## config.mk

```make
export PLATFORM = sky130hd
export DESIGN_NAME = bsg_manycore_boot_loader
export DESIGN_NICKNAME = d
export VERILOG_FILES = /design/src/rtl/bsg_manycore_boot_pkg.sv /design/src/rtl/bsg_manycore_boot_wait_counter.sv /design/src/rtl/bsg_manycore_boot_loader.sv
export SDC_FILE = /design/constraint.sdc
export NUM_CORES = 1
export LEC_CHECK = 0
export BUFFER_PORTS_ARGS = -buffer_cell sky130_fd_sc_hd__buf_4
export CAP_MARGIN = 20
export CORE_ASPECT_RATIO = 1.4
export CORE_UTILIZATION = 38
export DETAILED_ROUTE_END_ITERATION = 6
export HOLD_SLACK_MARGIN = 0.02
export PLACE_DENSITY_LB_ADDON = 0.15
export SLEW_MARGIN = 40
export SYNTH_ARGS = -nofsm -noshare
export SYNTH_HDL_FRONTEND = slang
export SYNTH_SLANG_ARGS = --single-unit
export TNS_END_PERCENT = 20
```

## constraint.sdc

```tcl
create_clock -name clk_i -period 3.85 [get_ports clk_i]
set_input_delay 0.9625 -clock clk_i [delete_from_list [all_inputs] [get_ports clk_i]]
set_output_delay 0.9625 -clock clk_i [all_outputs]
set_load 0.02 [all_outputs]
```

## src/rtl/bsg_manycore_boot_pkg.sv

```systemverilog
// bsg_manycore_boot_pkg: shared opcode/state encodings and ROM word layout for the boot loader
`ifndef BSG_MANYCORE_BOOT_WORD_S
`define BSG_MANYCORE_BOOT_WORD_S(w) struct packed { logic [bsg_manycore_boot_pkg::op_width_lp-1:0] op; logic [(w)-1:0] payload; }
`endif
package bsg_manycore_boot_pkg;
  localparam int op_width_lp = 4;
  typedef enum logic [op_width_lp-1:0] {
    OP_NOP  = 4'd0,
    OP_SEND = 4'd1,
    OP_RECV = 4'd2,
    OP_WAIT = 4'd3,
    OP_DONE = 4'd4
  } opcode_e;
  typedef enum logic [2:0] {ST_IDLE, ST_RUN, ST_WAIT, ST_DONE, ST_ERROR} state_e;
endpackage

```

## src/rtl/bsg_manycore_boot_wait_counter.sv

```systemverilog
// bsg_manycore_boot_wait_counter: loadable down-counter that stops at zero
//   clk_i, reset_i : clock, asynchronous active-high reset (count clears to 0)
//   load_i         : load count_i (takes priority over en_i)
//   en_i           : decrement by one when not already zero
//   count_i        : value to load
//   zero_o         : count is zero
module bsg_manycore_boot_wait_counter #(
  parameter int width_p = 16
) (
  input  logic               clk_i,
  input  logic               reset_i,
  input  logic               load_i,
  input  logic               en_i,
  input  logic [width_p-1:0] count_i,
  output logic               zero_o
);
  logic [width_p-1:0] cnt_r;
  always_ff @(posedge clk_i or posedge reset_i)
    if (reset_i) cnt_r <= '0;
    else if (load_i) cnt_r <= count_i;
    else if (en_i && !zero_o) cnt_r <= cnt_r - 1'b1;
  assign zero_o = cnt_r == '0;
endmodule

```

## src/rtl/bsg_manycore_boot_loader.sv

```systemverilog
// bsg_manycore_boot_loader: replays a ROM boot program (send/recv/wait/nop/done) onto the FSB ring
//   clk_i, reset_i       : clock, asynchronous active-high reset
//   en_i                 : enable; low freezes all state and drops v_o/ready_o
//   rom_addr_o/rom_data_i: combinational ROM port, address is the program counter
//   v_i/data_i/ready_o   : inbound packet for RECV comparison
//   v_o/data_o/yumi_i    : outbound packet for SEND
//   done_o, error_o      : sticky status
// Optional: define BSG_MANYCORE_BOOT_LOADER_TIMEOUT_EN to abort SEND/RECV stalls after timeout_p cycles.
module bsg_manycore_boot_loader
  import bsg_manycore_boot_pkg::*;
#(
  parameter int ring_width_p     = 76,
  parameter int rom_addr_width_p = 10,
  parameter int wait_width_p     = 16,
  parameter int timeout_p        = 1024
) (
  input  logic                                clk_i,
  input  logic                                reset_i,
  input  logic                                en_i,
  output logic [rom_addr_width_p-1:0]         rom_addr_o,
  input  logic [op_width_lp+ring_width_p-1:0] rom_data_i,
  input  logic                                v_i,
  input  logic [ring_width_p-1:0]             data_i,
  output logic                                ready_o,
  output logic                                v_o,
  output logic [ring_width_p-1:0]             data_o,
  input  logic                                yumi_i,
  output logic                                done_o,
  output logic                                error_o
);
  typedef `BSG_MANYCORE_BOOT_WORD_S(ring_width_p) word_s;
  word_s word;
  state_e state_r, state_n;
  logic [rom_addr_width_p-1:0] pc_r;
  logic [wait_width_p-1:0] n;
  logic run, adv, wait_zero;
  assign word = rom_data_i;
  assign n = word.payload[wait_width_p-1:0];
  assign run = en_i && state_r == ST_RUN;
  assign rom_addr_o = pc_r;
  assign v_o = run && word.op == OP_SEND;
  assign ready_o = run && word.op == OP_RECV;
  assign data_o = word.payload;
  assign done_o = state_r == ST_DONE;
  assign error_o = state_r == ST_ERROR;
  // Loaded with N-1 so the N WAIT-state cycles plus the decode cycle total N+1.
  bsg_manycore_boot_wait_counter #(.width_p(wait_width_p)) wait_cnt (
    .clk_i,
    .reset_i,
    .load_i (run && word.op == OP_WAIT && n != '0),
    .en_i   (en_i && state_r == ST_WAIT),
    .count_i(n - 1'b1),
    .zero_o (wait_zero)
  );
`ifdef BSG_MANYCORE_BOOT_LOADER_TIMEOUT_EN
  localparam int stall_w_lp = $clog2(timeout_p + 1);
  logic stall, stall_zero;
  assign stall = run && ((word.op == OP_SEND && !yumi_i) || (word.op == OP_RECV && !v_i));
  // Reloaded on every enabled non-stalled cycle; the timeout_p-th consecutive stall sees zero.
  bsg_manycore_boot_wait_counter #(.width_p(stall_w_lp)) stall_cnt (
    .clk_i,
    .reset_i,
    .load_i (en_i && !stall),
    .en_i   (stall),
    .count_i(stall_w_lp'(timeout_p - 1)),
    .zero_o (stall_zero)
  );
`endif
  always_comb begin
    state_n = state_r;
    adv = 1'b0;
    if (en_i)
      case (state_r)
        ST_IDLE: state_n = ST_RUN;
        ST_RUN:
          case (word.op)
            OP_NOP:  adv = 1'b1;
            OP_SEND: adv = yumi_i;
            OP_RECV: begin
              adv = v_i && data_i == word.payload;
              state_n = v_i && data_i != word.payload ? ST_ERROR : state_r;
            end
            OP_WAIT: begin
              adv = n == '0;
              state_n = n == '0 ? state_r : ST_WAIT;
            end
            OP_DONE: state_n = ST_DONE;
            default: state_n = ST_ERROR;
          endcase
        ST_WAIT: begin
          adv = wait_zero;
          state_n = wait_zero ? ST_RUN : state_r;
        end
        default: ;
      endcase
`ifdef BSG_MANYCORE_BOOT_LOADER_TIMEOUT_EN
    if (stall && stall_zero) state_n = ST_ERROR;
`endif
    // Advancing past the last ROM word is an error rather than a wrap to 0.
    if (adv && &pc_r) state_n = ST_ERROR;
  end
  always_ff @(posedge clk_i or posedge reset_i)
    if (reset_i) begin
      state_r <= ST_IDLE;
      pc_r <= '0;
    end else begin
      state_r <= state_n;
      if (adv && !(&pc_r)) pc_r <= pc_r + 1'b1;
    end
endmodule

```

# --- Yosys cells after proc, flatten, opt, wreduce, memory -nomap -nowiden ---
# Cells that the tools add are included.
classes:
  n_addsub: 3
  n_eq_ne: 14
  n_mux: 12
  reduce_logical: 24
ops:
  columns: ["op", "n"]
  rows:
  - ["76-bit equality test", 1]
  - ["76-bit != test", 1]
  - ["16-bit zero test", 2]
  - ["16-bit two-way mux", 2]
  - ["16-bit by 1-bit subtractor with 16-bit output, second input constant", 2]
  - ["16-bit nonzero test", 1]
  - ["3-bit two-way mux", 5]
  - ["3-bit case mux with 4 select lines", 1]
  - ["1-bit logical AND", 11]
  - ["10-bit by 1-bit adder with 10-bit output, second input constant", 1]
  - ["10-bit AND reduction", 1]
  - ["3-bit case mux with 3 select lines", 1]
  - ["4-bit by 2-bit equality test with 1-bit output, second input constant", 2]
  - ["3-bit by 2-bit equality test with 1-bit output, second input constant", 2]
  - ["6-bit AND reduction", 1]
  - ["4-bit by 1-bit equality test with 1-bit output, second input constant", 1]
  - ["4-bit by 3-bit equality test with 1-bit output, second input constant", 1]
  - ["4-bit zero test", 1]
  - ["4-bit by 2-bit != test with 1-bit output, second input constant", 1]
  - ["4-bit by 3-bit != test with 1-bit output, second input constant", 1]
  - ["1-bit case mux with 4 select lines", 1]
  - ["2-bit nonzero test", 2]
  - ["4-bit nonzero test", 1]
  - ["3-bit by 1-bit equality test with 1-bit output, second input constant", 1]
  - ["other kinds (8)", 9]
totals:
  regBits: 29
  in_bits: 161
  out_inout_bits: 90

# --- Longest topological paths before layout ---
# Gate-level depths: netlist of the first run.
logic_depth:
  ltp_word: 8
  ltp_mapped: 14
  depth_no_buf: 11

# --- Cells and area by module ---
# Synthesis of the first run repeated with hierarchy kept, for this count alone.
unflattened:
  hier_cells: 431
  hier_area_um2: 3589.7
modules_own_cells:
  columns: ["module", "instances", "cells_each", "area_per_inst_um2", "seq_area_each_um2"]
  rows:
  - ["bsg_manycore_boot_loader", 1, 306, 2492.4, 325.3]
  - ["bsg_manycore_boot_wait_counter", 1, 125, 1097.3, 400.4]

# --- Worst setup path before layout of the first run ---
# Ideal clock, no wire load.
synth_timing:
  kind: "in2reg"
  from: "input port rom_data_i[1]"
  to: "register wait_cnt.cnt_r[12]"
  arrival_time_ns: 4.150
  t_required_ns: 3.711
  setup_slack_ns: -0.439
  path_stages: 14
  n_path_buf: 3
  path_cell_list: "or4_1 -> buf_2 -> nor3_4 -> a21oi_2 -> clkbuf_1 -> clkbuf_1 -> mux2i_1 -> ha_1 -> nand2_1 -> a211oi_1 -> a21oi_2 -> or3_4 -> o41ai_1 -> a221oi_1"
synth_between:
  elab_chain_cells: 3
synth_lines:
  columns: ["element", "line", "source"]
  rows:
  - ["start, declared", "bsg_manycore_boot_loader.sv:21", "input logic [op_width_lp+ring_width_p-1:0] rom_data_i,"]
  - ["branches (longest 3 deep; another with 16-bit by 1-bit subtractor with 16-bit output)", null, null]
  - ["end signal, assigned", "bsg_manycore_boot_wait_counter.sv:20", "else if (load_i) cnt_r <= count_i;"]
  - ["end signal, assigned", "bsg_manycore_boot_wait_counter.sv:21", "else if (en_i && !zero_o) cnt_r <= cnt_r - 1'b1;"]
  - ["end, declared", "bsg_manycore_boot_wait_counter.sv:17", "logic [width_p-1:0] cnt_r;"]
# Several ways; the timed one is not identified.
# A chain may end at the register's enable or synchronous reset.

# --- Worst setup path in the final report of the first run ---
layout_timing:
  from: "input port rom_data_i[12]"
  to: "register wait_cnt.cnt_r[14]"
# The elaborated chain is that of the path after synthesis.

==> impl.org, run 1 <==
** Finish
- Counting the fill cells in the layout gives 808.
- Number of diodes :: 0
- Seq. cell area :: 726 sq um
- Of the cells placed in the final design, the portion with a size suffix greater than 1 is 0.481.
- Relative to the synthesized area, the layout overhead comes to 50.2%.
- NumNets Final :: 783
- Area occupied by multi-input gates :: 0.00221 sq mm
- After routing the design area is 0.00530 sq mm.

** Synth
- Of all cell types, the one taking the most synthesized area is sky130_fd_sc_hd__dfrtp_1.
- Number of distinct library cells after synthesis :: 52
- Synthesized net count :: 592
- The most used flip-flop cell after synthesis is sky130_fd_sc_hd__dfrtp_1.
- Yosys warning total :: 0
- Sorting the synthesized cells by area gives the leading types as sky130_fd_sc_hd__dfrtp_1, sky130_fd_sc_hd__xnor2_1, sky130_fd_sc_hd__buf_4.
- Number of synthesized flops with an enable pin :: 0
- For this run, asynchronously set or reset flops after synthesis account for 1.00.
- The share of the Yosys chip area taken by registers is 0.206.
- Cell count after synthesis :: 429
- Of the post-synthesis cell area, the dominant cell type holds 0.206.
- Averaged over all synthesized cells, the footprint is 8.22 sq um.
- Top post-synthesis cells by count :: sky130_fd_sc_hd__xnor2_1, sky130_fd_sc_hd__buf_4, sky130_fd_sc_hd__dfrtp_1, sky130_fd_sc_hd__nor2_1
- Summing every instance area after synthesis gives 0.00353 sq mm.
- Register bit count reported by yosys :: 29
- Most frequent cell after synthesis :: sky130_fd_sc_hd__xnor2_1

** Timing
- The total count of hold-check failures in the final report came to 0.
- For the pin with the worst max-slew slack, the measured transition is 0.702 ns.
- In the finished design, the share of the clock period the worst path needs comes to 0.907.
- Clock skew on the completed layout was measured at 0.00605 ns.
- Final max-slew violation count :: 0
- Highest achievable clock rate :: 286 MHz
- In this run the tightest slew margin relative to its limit is 0.527.
- Hold is met by 0.497 ns.
- Setup repair after global routing missed its margin :: false
- Setup violations remaining at the end of the flow were counted as 0.
- Subtracting the final worst setup slack from the clock period gives 3.49 ns.

** Drt
- Post-detailed-routing wire length :: 13,800 um
- Before antenna repair, the detailed router went through 5 iterations.
- DRC violation total after the first TritonRoute iteration :: 198
- Antenna viol nets, final :: 0
- The routed layout has 3,926 vias.
- For this run, design rule violations remaining after detail routing come to 0.
- Detailed-route wire length per cell :: 18.9 um
- Dividing the detail-routed via count by the number of cells gives 5.39.

** Die
- From left edge to right edge, the die measures 83.4 um.
- The die covers 0.00967 sq mm.
- The core region is 0.00903 sq mm.
- For this configuration, the core starts out at a cell density of 0.391.
- In this run the count of I/O pins placed on the die edge is 251.
- Chip Height :: 116 um
- In this run the core area contains 41 standard-cell rows.

** Clocking
- Clock tree synthesis inserted a total of 5 buffers.
- Count of clock tree sinks :: 29
- Master cell of the clock root buffer :: sky130_fd_sc_hd__clkbuf_16
- Clock latency on the worst-skew pair, taken at its later pin, is 0.28 ns.
- Clock transition at the registers of the reported paths :: 0.05 ns
- In this run the deepest clock path goes through 2 buffers.
- Post-CTS Setup Repair Bufs :: 0
- Gates resized during post-CTS repair numbered 0.
- TritonCTS clock tree :: yes
- H-Tree Level Count :: 2
- Number of hold buffers added after CTS :: 0

** Placement
- Placed Instance Area :: 0.00512 sq mm
- Weighted congestion reported at the end of routability-driven placement :: 0.958
- Placed wire-length estimate after detailed placement :: 11,800 um
- Buffers on Ports :: 250

** Global routing
- The via count of the first global-routing pass was 3,798.
- Summed over all layers, the global routing overflow is 0.
- The initial antenna violation count was 0.
- Largest net degree at the start of global routing :: 30
- Total GRT Usage :: 0.274
- The first global-routing pass estimated 20,400 um of wire.

** Worst setup path
- Crit path required time :: 4.01 ns
- CP Capture Type :: flop
- Along the worst path, the maximum fanout reaches 7.
- Number of cell instances on the worst register-to-register path :: 11
- Type of the setup path with the least slack :: input pin to flop
- In this run the register-to-register setup slack is 0.90 ns.
- Data arrival at the endpoint of the critical path :: 3.65 ns
- Critical Path Source Type :: input pin

** Hold path
- Instance count along the most critical hold path :: 1
- Class of the tightest hold or removal check :: flop to flop

** Job
- Max-capacitance violation count :: 0

** Power
- VDD sags by at most 0.381 mV.
- Leakage dissipation :: 2.45 nW
- P per Cell Area :: 223 mW/mm^2

** Run status
- The flow ran to the end, and the final reports show no timing, DRC or antenna violations.
==> area by class of cell <==
class,count,area share
clock inverter,2,0.00709
tap,107,0.0253
sequential,29,0.137
inverter,6,0.00425
clock buffer,6,0.0262
timing repair buffer,270,0.383
multi-input combinational,308,0.417
==> placed cells by master, fill, tap and decap left out, types with 5 or more instances in the layout <==
cell / netlist / final
sky130_fd_sc_hd__a31oi_1: 5 / 5
sky130_fd_sc_hd__xnor2_1: 78 / 78
sky130_fd_sc_hd__o2111ai_1: 6 / 6
sky130_fd_sc_hd__dfrtp_1: 29 / 29
sky130_fd_sc_hd__clkbuf_16: 0 / 5
sky130_fd_sc_hd__inv_1: 6 / 6
sky130_fd_sc_hd__buf_4: 77 / 270
sky130_fd_sc_hd__nor4_1: 14 / 14
sky130_fd_sc_hd__nand2_1: 18 / 17
sky130_fd_sc_hd__nand3_1: 7 / 7
sky130_fd_sc_hd__and3_1: 6 / 6
sky130_fd_sc_hd__xor2_1: 13 / 13
sky130_fd_sc_hd__mux2i_1: 6 / 6
sky130_fd_sc_hd__nor3_1: 17 / 16
sky130_fd_sc_hd__nor2_1: 27 / 26
sky130_fd_sc_hd__o21ai_0: 14 / 14
sky130_fd_sc_hd__a21oi_1: 16 / 16
sky130_fd_sc_hd__nand4_1: 18 / 18
==> path summary, 6_finish.rpt <==
kind,endpoint,from
worst max-delay path,wait_cnt.cnt_r[14],rom_data_i[12]
worst min-delay path,rom_addr_o[6],rom_addr_o[6]
worst max register to register,wait_cnt.cnt_r[14],state_r[0]
worst min register to register,rom_addr_o[6],rom_addr_o[6]
max in group asynchronous,wait_cnt.cnt_r[15],reset_i
min in group asynchronous,wait_cnt.cnt_r[4],reset_i
==> power breakdown <==
part           switching (mW)  internal [mW]
Sequential                  0          0.305
Combinational           0.187          0.218
Clock                   0.150          0.323
==> flip-flops by register name, summed over array words and instances (netlist names) <==
name / cells
rom_addr_o: 10
wait_cnt.cnt_r: 16
state_r: 3
==> through the flow <==
step,cells,power (mW),utilization,worst slack (ns),setup TNS [ns]
after CTS,728,1.19,0.587,0.373,0
after global routing,728,1.23,0.587,0.224,0
final,728,1.18,0.587,0.359,0
after global placement,720,0.712,0.567,0.187,0
after floorplan,429,0.517,-,-0.0232,-0.0232
after detailed placement,720,0.715,0.567,0.0955,0
==> metal layers <==
layer	vias to the layer above	part of all wire	wire, um	track usage
li1	1850	-	-	-
met1	1836	0.41	5610	0.353
met2	218	0.48	6660	0.463
met3	22	0.086	1190	0.0584
met4	0	0.023	318	0.0791
met5	-	0	0	0
==> logic make-up after synthesis <==
kind of cell             count (synthesis)  share of synthesized area
AO/OA/AOI/OAI                           73                      0.141
XOR/XNOR                                91                      0.226
adder cells (fa/ha/maj)                  2                    0.00710
buffers and inverters                   92                      0.183
flip-flops                              29                      0.206
multiplexers                             7                     0.0202
AND/OR/NAND/NOR                        135                      0.217
==> worst max-delay path, cell delays in order <==
cell and delay, ns:
sky130_fd_sc_hd__buf_4 0.14, sky130_fd_sc_hd__or4_4 0.55, sky130_fd_sc_hd__nor3_4 0.25, sky130_fd_sc_hd__a21oi_4 0.11, sky130_fd_sc_hd__mux2i_1 0.23, sky130_fd_sc_hd__ha_2 0.26, sky130_fd_sc_hd__nand2_2 0.08, sky130_fd_sc_hd__a211oi_2 0.24
sky130_fd_sc_hd__a21oi_2 0.10, sky130_fd_sc_hd__nor3_2 0.25, sky130_fd_sc_hd__a21oi_1 0.10, sky130_fd_sc_hd__or3_1 0.36
Note: power is estimated with default switching activity, not from simulation.
==> run 2, diff against run 1 <==
--- a/config.mk
+++ b/config.mk
@@ -6,8 +6,7 @@
 export NUM_CORES = 1
 export LEC_CHECK = 0
 export BUFFER_PORTS_ARGS = -buffer_cell sky130_fd_sc_hd__buf_4
-export CAP_MARGIN = 20
-export CORE_ASPECT_RATIO = 1.4
+export CAP_MARGIN = 25
 export CORE_UTILIZATION = 38
 export DETAILED_ROUTE_END_ITERATION = 6
 export HOLD_SLACK_MARGIN = 0.02
==> impl.org, run 2 (synthesized netlist as in run 1, its figures left out) <==
** Run status
- The flow ran to the end, but the final reports show violations.
- Failing checks :: design-rule violations

** Drt
- Detailed-route wire length per cell :: 19.1 um (+0.84%)
- DRC violations left :: 18 (+18)
- The via-per-instance ratio was 5.31 (-1.6%).
- Routed vias :: 3,857 (-1.8%)
- Length of the first detailed-routing pass in iterations :: 7 (+2)
- DRC violation total after the first TritonRoute iteration :: 228 (+15%)
- Antenna viol nets, final :: 0 (unchanged)
- The final routed wirelength across all metal layers came to 13,900 um (+0.70%).

** Die
- Die Outline Area :: 0.00967 sq mm (about the same)
- The floorplan die width came to 98.3 um (+18%).
- Number of I/O pins :: 251 (unchanged)
- The core area was 0.00885 sq mm (-2.0%).
- Initial cell density of the core :: 0.398 (+0.00795)
- Std-Cell Rows :: 34 (-17%)
- Chip Height :: 98.3 um (-15%)

** Worst setup path
- Critical Path Source Type :: input pin
- CP Capture Type :: flop
- Crit Path Max Fanout :: 8 (+1)
- R2R setup slack :: 0.96 ns (+0.06 ns)
- The critical path is of the input pin to flop type.
- The required time at the endpoint of the critical path came to 4.03 ns (+0.02 ns).
- The critical path data arrival time is 3.63 ns (-0.02 ns).

** Power
- The switching share of power was 0.304 (+0.0187).
- Leakage dissipation :: 2.42 nW (-1.5%)
- The power share of the sequential group was 0.290 (+0.032).
- Power spent charging and discharging nets :: 320 uW (-5.3%)
- The share of power burned in the clock network is 0.323 (-0.077).
- Combinational fraction of design power :: 0.388 (+0.045)
- The internal power is 732 uW (-13%).
- Maximum vdd ir drop :: 0.170 mV (-55%)
- P per Cell Area :: 201 mW/mm^2 (-9.9%)

** Clocking
- The total clock sinks is 29 (unchanged).
- The tree is rooted in a sky130_fd_sc_hd__clkbuf_8.
- Number of hold buffers added after CTS :: 0 (unchanged)
- The clock-pin slew reported for the worst setup and hold paths after clock tree synthesis came to 0.07 ns (+0.02 ns).
- The number of post-CTS setup repair buffers came to 0 (unchanged).
- The latest clock arrival within the worst-skew pair came to 0.29 ns (about the same).
- TritonCTS built the clock tree.
- Gates resized, CTS repair :: 0 (unchanged)
- H-Tree Level Count :: 2 (unchanged)
- Max clock buf depth :: 2 (unchanged)
- The number of buffers created by CTS is 5 (unchanged).

** Global routing
- Total GRT Usage :: 0.275 (+0.00112)
- Largest net degree at the start of global routing :: 31 (+3.3%)
- The overall overflow remaining after global route is 0 (unchanged).
- Via count of the first global-routing pass :: 3,681 (-3.1%)
- The initial antenna violation count is 0 (unchanged).
- Wire length of the first global-routing pass :: 20,500 um (+0.51%)

** Finish
- From synthesis to final layout, the design area changed by 48.2%.
- The storage element area came to 726 sq um (unchanged).
- Layout cell share with drive strength beyond 1 :: 0.481 (about the same)
- Flip-flop count of the largest register, all copies and words added :: 16 (unchanged)
- NumNets Final :: 781 (-0.26%)
- Share of the core filled with cells :: 0.591 (+0.00403)
- Count of filler cells inserted in the layout :: 821 (+1.6%)
- The library cell used most frequently in the layout, excluding fill and tap cells, is sky130_fd_sc_hd__buf_4.
- The total inserted antenna cells is 0 (unchanged).
- Area occupied by multi-input gates :: 0.00221 sq mm (unchanged)
- Most frequent cells in the layout :: sky130_fd_sc_hd__buf_4, sky130_fd_sc_hd__xnor2_1, sky130_fd_sc_hd__dfrtp_1
- wait_cnt.cnt_r holds more flip-flops than any other register.

** Timing
- Final worst path period need :: 3.45 ns (-0.0417 ns)
- The timing-limited maximum frequency came to 290 MHz (+1.2%).
- Worst Max-Slew Pin Slew :: 0.740 ns (+0.0379 ns)
- Period Utilization, post-route :: 0.896 (-0.0108)
- Setup repair after global routing left no endpoint under its margin.
- The total count of hold-check failures in the final report came to 0 (unchanged).
- The setup-violating endpoint count in the final report came to 0 (unchanged).
- The worst-case setup margin in the final layout is 0.401 ns (+0.0417 ns).
- Relative slew slack :: 0.501 (-0.0255)
- The final number of max-transition violations is 0 (unchanged).
- Maximum clock skew at final layout :: 0.00699 ns (+0.000940 ns)
- The final sum of negative setup slack was 0 ns (unchanged).

** Hold path
- In this run the worst hold path is classified as flop to flop.

** Placement
- The port buffer count was 250 (unchanged).
- Weighted congestion reported at the end of routability-driven placement :: 0.868 (-9.4%)
- Placed wire-length estimate after detailed placement :: 11,800 um (+0.59%)
- Setup slack at placement :: 0.101 ns (+0.00553 ns)

** Job
- The max-cap violation count was 0 (unchanged).
## run 2: changes by cell type in the layout (fill, tap and decap cells not counted)
cell | previous run | this run
sky130_fd_sc_hd__clkbuf_16 | 5 | 0
sky130_fd_sc_hd__clkbuf_8 | 1 | 6
sky130_fd_sc_hd__buf_4 | 270 | 268
sky130_fd_sc_hd__inv_1 | 6 | 5
sky130_fd_sc_hd__inv_2 | 0 | 1
## run 2: layout make-up
type | instances | area share
inverter | 6 | 0.00431
timing repair buffer | 268 | 0.385
multi-input combinational | 308 | 0.423
sequential | 29 | 0.139
clock inverter | 2 | 0.00718
tap | 108 | 0.0259
clock buffer | 6 | 0.0158
## run 2: power groups by stage
stage,Clock (mW),Sequential (mW),Combinational (mW)
4_1_cts,0.347,0.304,0.409
3_5_place_dp,0,0.310,0.408
5_1_grt,0.359,0.304,0.430
6_report,0.339,0.305,0.408
2_1_floorplan,0,0.310,0.207
3_3_place_gp,0,0.310,0.403
## run 2: worst paths after layout
path / end / from / depth (start not counted)
max reg2reg: wait_cnt.cnt_r[12] / state_r[0] / 11
min: rom_addr_o[5] / rom_addr_o[5] / 1
min reg2reg: rom_addr_o[5] / rom_addr_o[5] / 1
min in group asynchronous: rom_addr_o[2] / reset_i / 2
max in group asynchronous: wait_cnt.cnt_r[6] / reset_i / 2
max: wait_cnt.cnt_r[12] / rom_data_i[13] / 12
## run 2: worst max-delay path: stages
cell                       delay, ns
sky130_fd_sc_hd__buf_4          0.14
sky130_fd_sc_hd__or4_4          0.57
sky130_fd_sc_hd__nor3_4         0.24
sky130_fd_sc_hd__a21oi_4        0.09
sky130_fd_sc_hd__mux2i_1        0.21
sky130_fd_sc_hd__ha_2           0.26
sky130_fd_sc_hd__nand2_2        0.08
sky130_fd_sc_hd__a211oi_2       0.21
sky130_fd_sc_hd__a21oi_2        0.13
sky130_fd_sc_hd__o311ai_1       0.38
sky130_fd_sc_hd__o41ai_2        0.13
sky130_fd_sc_hd__a221oi_1       0.23
## run 2: per-layer routing
metal / vias up / wire length [um] / track usage
met4: 0 / 151 / 0.0620
met3: 12 / 1020 / 0.0408
li1: 1849 / - / -
met1: 1852 / 5840 / 0.365
met2: 144 / 6860 / 0.470
met5: - / 0 / 0
## run 2: stage by stage
| step | total power, mW | hold WS, ns | instances | cell area, sq um |
|---|---|---|---|---|
| after floorplan | 0.517 | 0.476 | 429 | 3610 |
| after global placement | 0.714 | 0.481 | 719 | 5110 |
| final | 1.05 | 0.498 | 727 | 5230 |
| after global routing | 1.09 | 0.518 | 727 | 5230 |
| after CTS | 1.06 | 0.504 | 727 | 5230 |
| after detailed placement | 0.718 | 0.494 | 719 | 5110 |
==> run 3, diff against run 2 <==
--- a/config.mk
+++ b/config.mk
@@ -10,7 +10,7 @@
 export CORE_UTILIZATION = 38
 export DETAILED_ROUTE_END_ITERATION = 6
 export HOLD_SLACK_MARGIN = 0.02
-export PLACE_DENSITY_LB_ADDON = 0.15
+export PLACE_DENSITY = 0.82
 export SLEW_MARGIN = 40
 export SYNTH_ARGS = -nofsm -noshare
 export SYNTH_HDL_FRONTEND = slang
==> impl.org, run 3 (synthesized netlist as in run 1, its figures left out) <==
** Finish
- Most common cell after layout, fill and taps aside :: sky130_fd_sc_hd__buf_4
- The number of fill cells in the layout is 804 (-2.1%).
- Seq. cell area :: 726 sq um (unchanged)
- NumNets Final :: 782 (+0.13%)
- Most frequent cells in the layout :: sky130_fd_sc_hd__buf_4, sky130_fd_sc_hd__xnor2_1, sky130_fd_sc_hd__dfrtp_1
- The total inserted antenna cells is 0 (unchanged).
- The final instance count without filler cells was 728 (+0.14%).
- More flip-flops sit in one register than any other, and that register is wait_cnt.cnt_r.
- Relative to the synthesized area, the layout overhead comes to 47.9%.
- Layout cell share with drive strength beyond 1 :: 0.481 (-0.000776)
- The number of flip-flops in the largest register is 16 (unchanged).
- Area occupied by multi-input gates :: 0.00221 sq mm (unchanged)

** Clocking
- The number of post-CTS setup repair buffers was 0 (unchanged).
- The number of gates resized after cts is 0 (unchanged).
- Clock transition at the registers of the reported paths :: 0.06 ns (about the same)
- The count of hold-fix buffers inserted at cts came to 0 (unchanged).
- Master cell of the clock root buffer :: sky130_fd_sc_hd__clkbuf_8
- The total clock sinks was 29 (unchanged).
- Max clock buf depth :: 2 (unchanged)
- The H-tree depth reported by CTS is 2 (unchanged).
- The number of buffers created by CTS came to 5 (unchanged).
- TritonCTS clock tree :: yes
- Clock network latency to the later pin of the worst-skew pair :: 0.29 ns (about the same)

** Global routing
- The global router's overall resource usage was 0.272 (-0.00244).
- Largest net degree at the start of global routing :: 31 (unchanged)
- Wire length of the first global-routing pass :: 20,500 um (+0.14%)
- Gr ovfl total :: 0 (unchanged)
- Via count of the first global-routing pass :: 3,868 (+5.1%)
- The initial antenna violation count is 1 (+1).

** Placement
- The placement-stage worst setup slack was 0.0868 ns (-0.0142 ns).
- The half-perimeter wire length after detailed placement came to 11,600 um (-1.9%).
- The routability congestion estimate is 0.954 (+9.8%).
- Buffers on Ports :: 250 (unchanged)
- Cell total after placement :: 720 (+0.14%)

** Power
- Switching power as a share of total power :: 0.313 (+0.00860)
- Maximum vdd ir drop :: 0.108 mV (-36%)
- Reg power frac :: 0.306 (+0.016)
- The share of power burned in the clock network was 0.287 (-0.036).
- Total design power :: 995 uW (-5.4%)
- Power spent charging and discharging nets :: 311 uW (-2.8%)
- The combinational group share of total power was 0.407 (+0.019).
- The internal power came to 684 uW (-6.6%).
- P per Cell Area :: 191 mW/mm^2 (-5.2%)
- The standby leakage power was 2.42 nW (+0.11%).

** Die
- Number of I/O pins :: 251 (unchanged)
- Initial cell density of the core :: 0.398 (unchanged)
- The area of the die is 0.00967 sq mm (unchanged).
- Die X :: 98.3 um (unchanged)
- The number of placement rows was 34 (unchanged).
- The core area is 0.00885 sq mm (unchanged).
- Chip Height :: 98.3 um (unchanged)

** Drt
- Antenna viol nets, final :: 0 (unchanged)
- The final routed wire length divided by cell count was 18.6 um (-2.6%).
- DRC violation total after the first TritonRoute iteration :: 231 (+1.3%)
- Length of the first detailed-routing pass in iterations :: 7 (unchanged)
- Post-detailed-routing wire length :: 13,500 um (-2.5%)
- DRC violations left :: 18 (unchanged)
- The via-per-instance ratio was 5.39 (+1.7%).
- Routed vias :: 3,927 (+1.8%)

** Run status
- The checks that failed: design-rule violations.
- Run status :: finished with violations

** Hold path
- Class of the tightest hold or removal check :: flop to flop

** Worst setup path
- Data arrival at the endpoint of the critical path :: 3.63 ns (about the same)
- Critical Path Source Type :: input pin
- Slowest cell on crit path :: sky130_fd_sc_hd__or4_4
- By startpoint and endpoint, the worst setup path is classified as input pin to flop.
- The worst setup path is captured at a flop.
- The critical path goes through buf_4 -> or4_4 -> nor3_4 -> a21oi_4 -> mux2i_1 -> ha_2 -> nand2_2 -> a211oi_2 -> a21oi_2 -> nor3_2 -> a21oi_1 -> or3_1.
- Crit path required time :: 4.02 ns (about the same)
- The critical path's largest stage delay came to 0.60 ns (+0.03 ns).
- Crit Path Max Fanout :: 8 (unchanged)

** Timing
- Setup repair after global routing missed its margin :: false
- The final sum of negative setup slack is 0 ns (unchanged).
- Final max-slew violation count :: 0 (unchanged)
- The worst hold slack was 0.492 ns (-0.00652 ns).
- The final critical path time including I/O delays and setup is 3.46 ns (+0.0133 ns).
- Worst Max-Slew Pin Slew :: 0.710 ns (-0.0301 ns)
- The setup clock skew after layout is 0.00609 ns (-0.000900 ns).
- Smallest setup slack after layout :: 0.388 ns (-0.0133 ns)
- Final setup viols :: 0 (unchanged)
- Relative slew slack :: 0.522 (+0.0203)
- The ratio of final minimum period to clock period is 0.899 (+0.00345).
- Fin. Hold Viols :: 0 (unchanged)
- Highest achievable clock rate :: 289 MHz (-0.38%)

** Job
- The max-cap violation count is 0 (unchanged).
-- run 3: cell types whose count changed in the layout (fill, tap and decap cells not counted), sizes merged --
cell / previous run / this run
buf: 268 / 269
clkbuf: 6 / 7
bufinv: 1 / 0
clkinv: 0 / 1
clkinvlp: 1 / 0
-- run 3: power groups by stage --
stage,Combinational (mW),Sequential [mW],Clock (mW)
after floorplan,0.207,0.310,0
after global placement,0.400,0.310,0
after detailed placement,0.405,0.310,0
after CTS,0.406,0.305,0.286
after global routing,0.428,0.304,0.300
final,0.405,0.305,0.285
-- run 3: stage by stage --
step	area, sq um	util
floorplan	3610	-
global placement	5110	0.578
detailed placement	5110	0.578
CTS	5220	0.589
global route	5220	0.589
finish	5220	0.589
-- run 3: final cells by class --
cell class	count	share of cell area
sequential	29	0.139
multi-input combinational	308	0.424
clock inverter	1	0.000960
inverter	6	0.00432
clock buffer	7	0.0185
tap	108	0.0259
timing repair buffer	269	0.387
-- run 3: worst max-delay path: cells and delay by family --
family	cells	cell delay [ns]
adders and majority gates	1	0.26
muxes	1	0.21
and+or+nand+nor	5	1.51
buffers and inverters	1	0.14
AOI/OAI and AO/OA	4	0.55
-- run 3: worst paths after layout --
| check | from | end | slack [ns] | depth (start not counted) |
|---|---|---|---|---|
| hold reg to reg | rom_addr_o[8] | rom_addr_o[8] | 0.49 | 1 |
| hold / removal | rom_addr_o[8] | rom_addr_o[8] | 0.49 | 1 |
| setup reg to reg | state_r[0] | wait_cnt.cnt_r[14] | 0.94 | 11 |
| setup / recovery | rom_data_i[1] | wait_cnt.cnt_r[14] | 0.39 | 12 |
| max in group asynchronous | reset_i | wait_cnt.cnt_r[10] | 2.80 | 3 |
| min in group asynchronous | reset_i | wait_cnt.cnt_r[2] | 0.76 | 3 |
-- run 3: layer usage --
layer  share of wire  GRT usage  vias up
met5         0.00067          0        -
met4           0.016     0.0666        2
met3           0.096     0.0565       20
met2            0.50      0.468      199
met1            0.39      0.349     1854
li1                -          -     1852
